### src/rtl/bf16_board_pkg.sv
`default_nettype none
// ------------------------------------------------------------------
// bf16_board_pkg: shared types and constants for the bf16 FMA board.
// Rev 1.0
// ------------------------------------------------------------------
package bf16_board_pkg;

  localparam int BF16_W = 16;
  localparam logic [BF16_W-1:0] ERR_WORD = 16'hEEEE;

  typedef enum logic [2:0] {
    S_A    = 3'd0,
    S_B    = 3'd1,
    S_C    = 3'd2,
    S_RUN  = 3'd3,
    S_SHOW = 3'd4,
    S_ERR  = 3'd5
  } state_e;

  localparam logic [3:0] LED_A    = 4'b0001;
  localparam logic [3:0] LED_B    = 4'b0010;
  localparam logic [3:0] LED_C    = 4'b0100;
  localparam logic [3:0] LED_RUN  = 4'b0000;
  localparam logic [3:0] LED_SHOW = 4'b1000;
  localparam logic [3:0] LED_ERR  = 4'b1111;

  function automatic logic [3:0] stage_code(input state_e s);
    case (s)
      S_A:     return LED_A;
      S_B:     return LED_B;
      S_C:     return LED_C;
      S_RUN:   return LED_RUN;
      S_SHOW:  return LED_SHOW;
      S_ERR:   return LED_ERR;
      default: return LED_RUN;
    endcase
  endfunction

endpackage
`default_nettype wire

### src/rtl/btn_debounce.sv
`default_nettype none
// ------------------------------------------------------------------
// btn_debounce: 2-flop synchroniser, stability counter, one-cycle press.
// Rev 1.0
// ------------------------------------------------------------------
module btn_debounce #(
  parameter int DEBOUNCE_CYCLES = 1_000_000
) (
  input  logic clk,
  input  logic rst_n,
  input  logic btn_raw,
  output logic btn_press
);

  localparam int CNT_W = $clog2(DEBOUNCE_CYCLES) + 1;
  localparam logic [CNT_W-1:0] CNT_LAST = CNT_W'(DEBOUNCE_CYCLES - 1);

  logic [1:0]       sync_q, sync_d;
  logic             level_q, level_d;
  logic             press_q, press_d;
  logic [CNT_W-1:0] cnt_q, cnt_d;

  always_comb begin
    sync_d  = {sync_q[0], btn_raw};
    level_d = level_q;
    press_d = 1'b0;
    cnt_d   = '0;
    if (sync_q[1] != level_q) begin
      // The level flips on the cycle that completes the stable run.
      if (cnt_q == CNT_LAST) begin
        level_d = sync_q[1];
        press_d = sync_q[1];
      end else begin
        cnt_d = cnt_q + 1'b1;
      end
    end
  end

  always_ff @(posedge clk or negedge rst_n) begin
    if (!rst_n) begin
      sync_q  <= '0;
      level_q <= 1'b0;
      press_q <= 1'b0;
      cnt_q   <= '0;
    end else begin
      sync_q  <= sync_d;
      level_q <= level_d;
      press_q <= press_d;
      cnt_q   <= cnt_d;
    end
  end

  assign btn_press = press_q;

endmodule
`default_nettype wire

### src/rtl/bf16_operand_entry.sv
`default_nettype none
// ------------------------------------------------------------------
// bf16_operand_entry: captures A/B/C from switches, launches one FMA, shows result.
// Rev 1.0
// ------------------------------------------------------------------
module bf16_operand_entry
  import bf16_board_pkg::*;
#(
  parameter int DEBOUNCE_CYCLES = 1_000_000,
  parameter int TIMEOUT_CYCLES  = 1024
) (
  input  logic              clock_100Mhz,
  input  logic              reset_n,
  input  logic [BF16_W-1:0] sw,
  input  logic              btn_next,
  output logic [BF16_W-1:0] op_a,
  output logic [BF16_W-1:0] op_b,
  output logic [BF16_W-1:0] op_c,
  output logic              fma_start,
  input  logic              fma_valid,
  input  logic [BF16_W-1:0] fma_result,
  output logic [BF16_W-1:0] display_word,
  output logic [3:0]        stage_led,
  output logic              busy
);

  localparam int TMO_W = $clog2(TIMEOUT_CYCLES) + 1;
  localparam logic [TMO_W-1:0] TMO_LAST = TMO_W'(TIMEOUT_CYCLES - 1);

  logic press;

  btn_debounce #(
    .DEBOUNCE_CYCLES(DEBOUNCE_CYCLES)
  ) u_btn_next (
    .clk       (clock_100Mhz),
    .rst_n     (reset_n),
    .btn_raw   (btn_next),
    .btn_press (press)
  );

  state_e            state_q, state_d;
  logic [BF16_W-1:0] op_a_q, op_a_d, op_b_q, op_b_d, op_c_q, op_c_d;
  logic [BF16_W-1:0] result_q, result_d;
  logic [BF16_W-1:0] display_q, display_d;
  logic [TMO_W-1:0]  tmo_q, tmo_d;
  logic              start_q, start_d;
  logic [3:0]        stage_led_q, stage_led_d;
  logic              busy_q, busy_d;

  always_comb begin
    state_d  = state_q;
    op_a_d   = op_a_q;
    op_b_d   = op_b_q;
    op_c_d   = op_c_q;
    result_d = result_q;
    tmo_d    = '0;
    start_d  = 1'b0;
    case (state_q)
      S_A: if (press) begin op_a_d = sw; state_d = S_B; end
      S_B: if (press) begin op_b_d = sw; state_d = S_C; end
      S_C: if (press) begin
        op_c_d  = sw;
        state_d = S_RUN;
        start_d = 1'b1;
      end
      S_RUN: begin
        // A valid on the expiry cycle takes priority over the timeout.
        tmo_d = tmo_q + 1'b1;
        if (fma_valid) begin
          result_d = fma_result;
          state_d  = S_SHOW;
          tmo_d    = '0;
        end else if (tmo_q == TMO_LAST) begin
          state_d = S_ERR;
          tmo_d   = '0;
        end
      end
      S_SHOW, S_ERR: if (press) state_d = S_A;
      default: state_d = S_A;
    endcase

    case (state_q)
      S_A, S_B, S_C: display_d = sw;
      S_RUN:         display_d = op_c_q;
      S_SHOW:        display_d = result_q;
      S_ERR:         display_d = ERR_WORD;
      default:       display_d = '0;
    endcase

    stage_led_d = stage_code(state_d);
    busy_d      = (state_d == S_RUN);
  end

  always_ff @(posedge clock_100Mhz or negedge reset_n) begin
    if (!reset_n) begin
      state_q     <= S_A;
      op_a_q      <= '0;
      op_b_q      <= '0;
      op_c_q      <= '0;
      result_q    <= '0;
      display_q   <= '0;
      tmo_q       <= '0;
      start_q     <= 1'b0;
      stage_led_q <= LED_A;
      busy_q      <= 1'b0;
    end else begin
      state_q     <= state_d;
      op_a_q      <= op_a_d;
      op_b_q      <= op_b_d;
      op_c_q      <= op_c_d;
      result_q    <= result_d;
      display_q   <= display_d;
      tmo_q       <= tmo_d;
      start_q     <= start_d;
      stage_led_q <= stage_led_d;
      busy_q      <= busy_d;
    end
  end

  assign op_a         = op_a_q;
  assign op_b         = op_b_q;
  assign op_c         = op_c_q;
  assign fma_start    = start_q;
  assign display_word = display_q;
  assign stage_led    = stage_led_q;
  assign busy         = busy_q;

endmodule
`default_nettype wire

### config.mk
export PLATFORM = sky130hd
export DESIGN_NAME = bf16_operand_entry
export DESIGN_NICKNAME = d
export VERILOG_FILES = /design/src/rtl/bf16_board_pkg.sv /design/src/rtl/btn_debounce.sv /design/src/rtl/bf16_operand_entry.sv
export SDC_FILE = /design/constraint.sdc
export NUM_CORES = 1
export LEC_CHECK = 0
export CORE_MARGIN = 8
export CORE_UTILIZATION = 40
export CTS_CLUSTER_DIAMETER = 80
export CTS_CLUSTER_SIZE = 30
export DETAILED_ROUTE_END_ITERATION = 8
export PLACE_DENSITY = 0.66
export SLEW_MARGIN = 20
export SYNTH_ARGS = -nofsm -noshare
export SYNTH_HDL_FRONTEND = slang
export SYNTH_SLANG_ARGS = --single-unit
export TNS_END_PERCENT = 30
### constraint.sdc
create_clock -name clock_100Mhz -period 2.15 [get_ports clock_100Mhz]
set_input_delay 0.3225 -clock clock_100Mhz [delete_from_list [all_inputs] [get_ports clock_100Mhz]]
set_output_delay 0.3225 -clock clock_100Mhz [all_outputs]
set_load 0.01 [all_outputs]
---- Yosys cells after proc, flatten, opt, wreduce, memory -nomap -nowiden ----
Cells that the tools add are included.
word-level totals
  register bits after elaboration ......... 125
  logic and storage cells ................. 56
operators by class
  add/sub/neg operators ................... 2
  equality and inequality tests ........... 13
  mux-type cells .......................... 18
  reduce and logical (&&, ||, !) cells .... 9
operator list
  cell                                                                count
  16-bit case mux with 4 select lines                                 1
  21-bit 2-to-1 mux                                                   2
  11-bit 2-to-1 mux                                                   3
  21-bit by 1-bit adder with 21-bit output (second input constant)    1
  21-bit by 20-bit == test with 1-bit output (second input constant)  1
  4-bit case mux with 5 select lines                                  1
  3-bit 2-to-1 mux                                                    6
  3-bit case mux with 5 select lines                                  1
  3-bit by 2-bit == test with 1-bit output (second input constant)    4
  3-bit == test (second input constant)                               4
  11-bit by 1-bit adder with 11-bit output (second input constant)    1
  11-bit by 10-bit == test with 1-bit output (second input constant)  1
  2-bit AND reduction                                                 5
  3-bit by 1-bit == test with 1-bit output (second input constant)    2
  3-bit zero test                                                     2
  1-bit 2-to-1 mux                                                    4
  3-bit OR reduction                                                  1
  2-bit OR reduction                                                  1
  1-bit inequality test                                               1

---- Longest topological paths before layout ----
Gate-level depths: netlist of the first run.
  depth in word-level cells ............... 6
  gate-level depth with buffers ........... 7
  gate-level depth less buffers ........... 5

---- Hierarchy ----
From an unflattened synthesis of the first run, not the netlist that was laid out.
unflattened totals
  cells, all modules ...................... 455
  area total of the unflattened synthesis .. 5527.8 um2
by module, submodules not included
  module              times used  cells each  area an instance (um2)  sequential area each (um2)
  bf16_operand_entry  1           333         4299.1                  2503.7
  btn_debounce        1           122         1228.7                  625.6

---- Worst setup path after synthesis of the first run ----
Ideal clock, no wire load.
  path kind ............................... register -> register
  start point ............................. reg u_btn_next.cnt_q[0]
  end point ............................... reg u_btn_next.level_q
  setup time .............................. 0.125 ns
  arrival ................................. 1.726 ns
  slack ................................... 0.299 ns
  stages on the path, launching flop included .. 6
  buffers on the path ..................... 0
  clock period less this slack ............ 1.851 ns
  cells stage by stage .................... dfrtp_1 -> ha_1 -> and4_1 -> nand2_1 -> or4_1 -> mux2_2
between the ends
  cells in the longest elaborated chain, start to end .. 2
RTL lines
  element                                     RTL line            RTL
  start: declaration                          btn_debounce.sv:21  logic [CNT_W-1:0] cnt_q, cnt_d;
  start signal: assignment                    btn_debounce.sv:49  cnt_q <= cnt_d;
  21-bit by 20-bit == test with 1-bit output  btn_debounce.sv:30  if (cnt_q == CNT_LAST) begin
  2-bit AND reduction (no source line)        -
  end signal: assignment                      btn_debounce.sv:47  level_q <= level_d;
  end: declaration                            btn_debounce.sv:19  logic level_q, level_d;
No other way between the ends.
A chain may end at the register's enable or synchronous reset.

---- Worst setup path in the final report of the first run ----
Same ends and word-level chain as after synthesis.

==> results of run 1 <==
## flip-flops by register name, summed over array words and instances (netlist names)
name,count
u_btn_next.cnt_q,21
display_word,16
op_a,16
op_b,16
op_c,16
result_q,16
tmo_q,11
stage_led,4
state_q,3
u_btn_next.sync_q,2
busy,1
fma_start,1
u_btn_next.btn_press,1
u_btn_next.level_q,1
## layout make-up
type                       instances  area share (%)
sequential                       125           41.38
multi-input combinational        284           28.89
timing repair buffer             128           16.68
clock buffer                      18           5.807
tap                              180           2.978
clock inverter                    14           2.879
inverter                          28           1.390
## per-stage QoR
step	total power, W	area [µm²]	hold WS [ps]	instances	utilization [%]
floorplan	0.002481	5497	26.91	462	-
global placement	0.002662	6893	311.2	744	50.44
detailed placement	0.002666	6893	313.1	744	50.44
CTS	0.005823	7560	335.2	777	55.32
global route	0.005943	7562	338.9	777	55.34
finish	0.005761	7562	346.5	777	55.34
## routing by layer
| layer | vias up | part of all wire [%] | wire length (µm) | GRT usage [%] |
|---|---|---|---|---|
| met5 | - | 0 | 0 | 0 |
| met4 | 0 | 1.4 | 188 | 5.490 |
| met3 | 18 | 4.5 | 611 | 4.029 |
| met2 | 104 | 49 | 6691 | 26.19 |
| met1 | 2038 | 45 | 6073 | 19.73 |
| li1 | 1879 | - | - | - |
## power groups by stage
stage	combinational [W]	clock [W]	sequential, W
detailed placement	0.000237	0	0.00243
global route	0.000260	0.00330	0.00239
global placement	0.000234	0	0.00243
floorplan	0.0000459	0	0.00243
finish	0.000234	0.00314	0.00239
CTS	0.000240	0.00320	0.00239
## timing repair
| action | CTS | global route |
|---|---|---|
| hold buffers | 1 | 0 |
| resized for setup | 0 | 1 |
| setup endpoints to repair | 0 | 1 |
| endpoints found under the hold margin | 32 | 0 |
## cells in the final DEF (no fill, tap or decap), drive strengths merged, types with 6 or more instances in the layout
cell           count
xnor2              9
nand4             10
dfrtp            124
inv               28
o221a             12
buf               23
mux2              65
nor2              27
nand2             13
nor2b             25
o21ai             22
clkbuf            18
a22oi             12
clkdlybuf4s50    104
nor3               8
or3                7
xor2              12
nand3              7
clkinv             6
a21oi             12
## kinds of logic (layout without fill, tap and decap cells)
logic type / count (synthesis) / count (layout) / share of synthesized area, %
buf+inv: 53 / 188 / 3.779
flops: 125 / 125 / 56.93
compound gates: 74 / 74 / 9.561
simple gates: 122 / 122 / 12.61
xor+xnor: 21 / 21 / 3.346
mux: 65 / 65 / 13.32
fa+ha+maj: 2 / 2 / 0.4552
## worst max path at each step
stage | end | cells after the start
floorplan | u_btn_next.level_q$_DFFE_PN0P_ | 5
global placement | u_btn_next.level_q$_DFFE_PN0P_ | 5
detailed placement | u_btn_next.level_q$_DFFE_PN0P_ | 5
CTS | u_btn_next.level_q$_DFFE_PN0P_ | 5
global route | u_btn_next.level_q$_DFFE_PN0P_ | 5
finish | u_btn_next.level_q$_DFFE_PN0P_ | 5
## worst register-to-register path, delay by kind of cell, from the launching register on
| kind | cells | cell delay [ps] |
|---|---|---|
| and+or+nand+nor | 3 | 1010 |
| muxes | 1 | 300 |
| DFF | 1 | 380 |
| adders and majority gates | 1 | 250 |
==> impl_metrics.tcl, run 1 <==
set metrics [dict create \
    status "completed" \
    path_clk_slew_ps 50 \
    start_util_pct 40.22 \
    area_growth_pct 37.58 \
    p_switching_w 0.001175 \
    post-dp-hpwl_mm 9.672 \
    synth_cell_types 45 \
    syn_avg_cell_area_um2 11.90 \
    die_h_um 133.2 \
    synth.area.top_cells "dfrtp_1 56%, mux2_2 13%, nor2b_1 2.8%" \
    initialDrtViolationCount 270 \
    postCtsSetupBuffers 0 \
    crit_type "register to register" \
    switching_share_pct 20.40 \
    setup_viol 0 \
    worstPathRequired_ps 2440 \
    syn-cell-area_um2 5497 \
    clock_skew_ps 6.757 \
    route.vias.total 4039 \
    cp_top_family "simple AND/OR/NAND/NOR gates" \
    die_area_um2 17750 \
    cpMaxStageDelayCell "or4_1" \
    drt_wl_total_mm 13.57 \
    layout-drive-gt1-share_pct 24.29 \
    clockPowerShare_pct 54.5 \
    reg2reg_slack_ps 90 \
    hold_path_class "register to register" \
    track_usage_pct 15.84 \
    multiInputGateArea_um2 2185 \
    r2r_end "u_btn_next.level_q$_DFFE_PN0P_" \
    worst_pin_slew_ps 473.3 \
    layout_min_cycle_time_ps 2061 \
    yosys.area.top_type "dfrtp_1" \
    holdPathStages 0 \
    yosysWarnings 0 \
    dr.pass1.iters 4 \
    fin_tns_setup_ps 0 \
    gp_congestion 0.9079 \
    min_to "u_btn_next.sync_q[1]$_DFF_PN0_" \
    io_buffers 105 \
    synth_top_area_share_pct 56.45 \
    path_buf_inv 0 \
    synth_commonest_cells "124 x dfrtp_1, 65 x mux2_2, 28 x inv_1" \
    fp.coreArea_um2 13670 \
    p_int_w 0.004585 \
    async_flop_share_pct 100.0 \
    diodes 0 \
    startpoint "u_btn_next.cnt_q[0]$_DFF_PN0_" \
    grt_pass1_vias 4204 \
    viasPerCell 5.198 \
    synth_nets 500 \
    regArea_um2 3129 \
    end_kind "register" \
    cts_max_path_buffers 2 \
    ff2ff_path_depth 5 \
    cp_slowest_stage_delay_ps 600 \
    yosys.cell_count.top_type "dfrtp_1" \
    cts_buffers 17 \
    antenna_found_initial 0 \
    synth_cells 462 \
    powerDensity_nw_per_um2 761.7 \
    grt_pass1_wl_mm 22.46 \
    ys_ff_latch 125 \
    rows 43 \
    grt-ovfl-total 0 \
    start_kind "register" \
    boundaryPins 106 \
    slew_headroom_pct 68.45 \
    ys.flop_type "dfrtp_1" \
    clk_latency_ps 410 \
    layout_setup_ws_ps 88.71 \
    grt_max_degree 47 \
    cts_tree "done" \
    leakage_nw 3.354 \
    fillers 1163 \
    ant_nets 0 \
    cp.arrival_ps 2360 \
    fmax_ghz 0.4851 \
    drv_cap 0 \
    ir_drop_uv 448.4 \
    power_frac_seq_pct 41.4 \
    rsz0062_at_grt "false" \
    clock-sinks 125 \
    path_max_fanout 4 \
    finalNetCount 622 \
    post-route-period-util_pct 95.87 \
    r2r-start "u_btn_next.cnt_q[0]$_DFF_PN0_" \
    synth_edf_count 0 \
    hold_viol 0 \
    cts_root_buffer "clkbuf_16" \
    drc 0 \
    power_frac_comb_pct 4.1 \
    cts_max_level 4 \
    crit_chain "ha_1 -> and4_1 -> nand2_1 -> or4_1 -> mux2_2" \
    pre_cts_slack_ps 112.0 \
    fp.dieW_um 133.2 \
    wl_per_cell_um 17.46 \
    hp-start "u_btn_next.sync_q[0]$_DFF_PN0_" \
    ys_seq_area_share_pct 56.93 \
    maxSlewViolCount 0 \
]
Power figures use the tool's default switching activity.
==> inputs of run 2 (changes only) <==
- CORE_MARGIN: 8 -> unset
- MAX_ROUTING_LAYER: unset -> met4
==> run 2 against run 1 <==
  * Flip-flop and latch count unchanged
  * Power shrank 4.1%
  * Combinational power hardly changed
  * Hold slack barely moved
  * Largest power group unchanged
==> impl_metrics.tcl, run 2 (synthesis results as in run 1) <==
set metrics [dict create \
    wl_met1_mm 5.805 \
    final_cell_mix "124 x dfrtp_1, 104 x clkdlybuf4s50_1, 65 x mux2_2, 28 x inv_1, 27 x nor2_1" \
    drt_wl_total_mm 12.74 \
    wl_per_cell_um 16.55 \
    path_clk_slew_ps 50 \
    worstPathRequired_ps 2480 \
    route.vias.total 4016 \
    instances_no_fill 770 \
    highest_layer "met4" \
    io_buffers 105 \
    clock-sinks 125 \
    holdPathStages 0 \
    postCtsSetupBuffers 0 \
    rsz0062_at_grt "false" \
    regMostFlops "u_btn_next.cnt_q" \
    grt_pass1_vias 4079 \
    cts_max_path_buffers 2 \
    setup_viol 0 \
    dr.pass1.iters 4 \
    boundaryPins 106 \
    largest_reg_flops 21 \
    path_max_fanout 5 \
    post-route-period-util_pct 93.42 \
    cp.arrival_ps 2340 \
    grt_max_degree 50 \
    diodes 0 \
    start_kind "register" \
    hp-start "u_btn_next.sync_q[0]$_DFF_PN0_" \
    post-dp-hpwl_mm 8.694 \
    slew_headroom_pct 67.48 \
    finalNetCount 619 \
    power_w 0.005527 \
    final_common_cell "dfrtp_1" \
    status "completed" \
    place_inst 737 \
    powerDensity_nw_per_um2 735.6 \
    fmax_ghz 0.4979 \
    r2r-start "u_btn_next.cnt_q[0]$_DFF_PN0_" \
    start_util_pct 41.18 \
    layout_min_cycle_time_ps 2008 \
    regArea_um2 3129 \
    drc 0 \
    gp_congestion 0.8162 \
    hold_path_class "register to register" \
    fillers 1166 \
    viasPerCell 5.216 \
    area_growth_pct 36.69 \
    die_area_um2 14210 \
    initialDrtViolationCount 238 \
    fp.coreArea_um2 13350 \
    cts_buffers 17 \
    die_h_um 119.2 \
    ir_drop_uv 583.7 \
    drv_cap 0 \
    fp.dieW_um 119.2 \
    multiInputGateArea_um2 2186 \
    fin_tns_setup_ps 0 \
    wl_met2_mm 6.055 \
    routed-wl-met3_um 631 \
    clock_skew_ps 6.894 \
    startpoint "u_btn_next.cnt_q[0]$_DFF_PN0_" \
    track_usage_pct 20.30 \
    cts_max_level 4 \
    grt-ovfl-total 0 \
    grt_pass1_wl_mm 21.18 \
    cts_tree "done" \
    ant_nets 0 \
    layout-drive-gt1-share_pct 23.91 \
    hold_viol 0 \
    antenna_found_initial 0 \
    end_kind "register" \
    maxSlewViolCount 0 \
    rows 42 \
    clk_latency_ps 410 \
    cts_root_buffer "clkbuf_16" \
    crit_type "register to register" \
    ff2ff_path_depth 5 \
    worst_pin_slew_ps 486.9 \
    leakage_nw 3.335 \
]
==> run 2: cell types whose count changed in the layout (fill, tap and decap cells not counted), sizes merged <==
cell	delta
bufinv	-2
clkbuf	+2
buf	-3
==> run 2: critical path, stage by stage, from the launching register on <==
cell	delay, ps
dfrtp_1	380
ha_1	230
nand4_1	160
or4b_1	630
or3_1	350
a21oi_1	180
==> run 2: path summary, 6_finish.rpt <==
path	end	slack, ps
setup / recovery	u_btn_next.cnt_q[20]$_DFF_PN0_	140
max in group asynchronous	op_a[3]$_DFFE_PN0P_	1110
min in group asynchronous	op_c[8]$_DFFE_PN0P_	410
hold reg to reg	u_btn_next.sync_q[1]$_DFF_PN0_	350
setup reg to reg	u_btn_next.cnt_q[20]$_DFF_PN0_	140
hold / removal	u_btn_next.sync_q[1]$_DFF_PN0_	350
==> run 2: routing by layer <==
metal | vias to the layer above | GRT usage (%)
li1 | 1867 | -
met1 | 2031 | 25.26
met2 | 102 | 31.14
met3 | 16 | 5.795
met4 | 0 | 8.228
met5 | - | -
==> run 2: where the power goes <==
group,switching (W),internal [W]
combinational,0.000112,0.000120
sequential,0.0000113,0.00238
clock,0.00101,0.00190
==> run 2: area by class of cell <==
class	count	area share, %
Sequential cell	125	41.65
Tap cell	176	2.931
Inverter	28	1.399
Timing Repair Buffer	125	16.82
Clock inverter	12	1.898
Clock buffer	20	6.211
Multi-Input combinational cell	284	29.09
==> run 2: metrics by stage <==
stage | hold WS (ps) | setup slack, ps | utilization [%] | cell area (µm²)
after global routing | 349.7 | 34.94 | 56.29 | 7513
after detailed placement | 310.7 | 153.5 | 51.62 | 6890
after floorplan | 26.91 | 299.4 | - | 5497
final | 346.8 | 141.5 | 56.29 | 7513
after global placement | 304.7 | 203.2 | 51.62 | 6890
after CTS | 342.9 | 140.6 | 56.26 | 7510
==> run 2: what timing repair did <==
action                     CTS  global route
hold endpoints to repair    31             0
hold buffers                 1             0
gates resized for setup      0             1
setup endpoints to repair    0             1
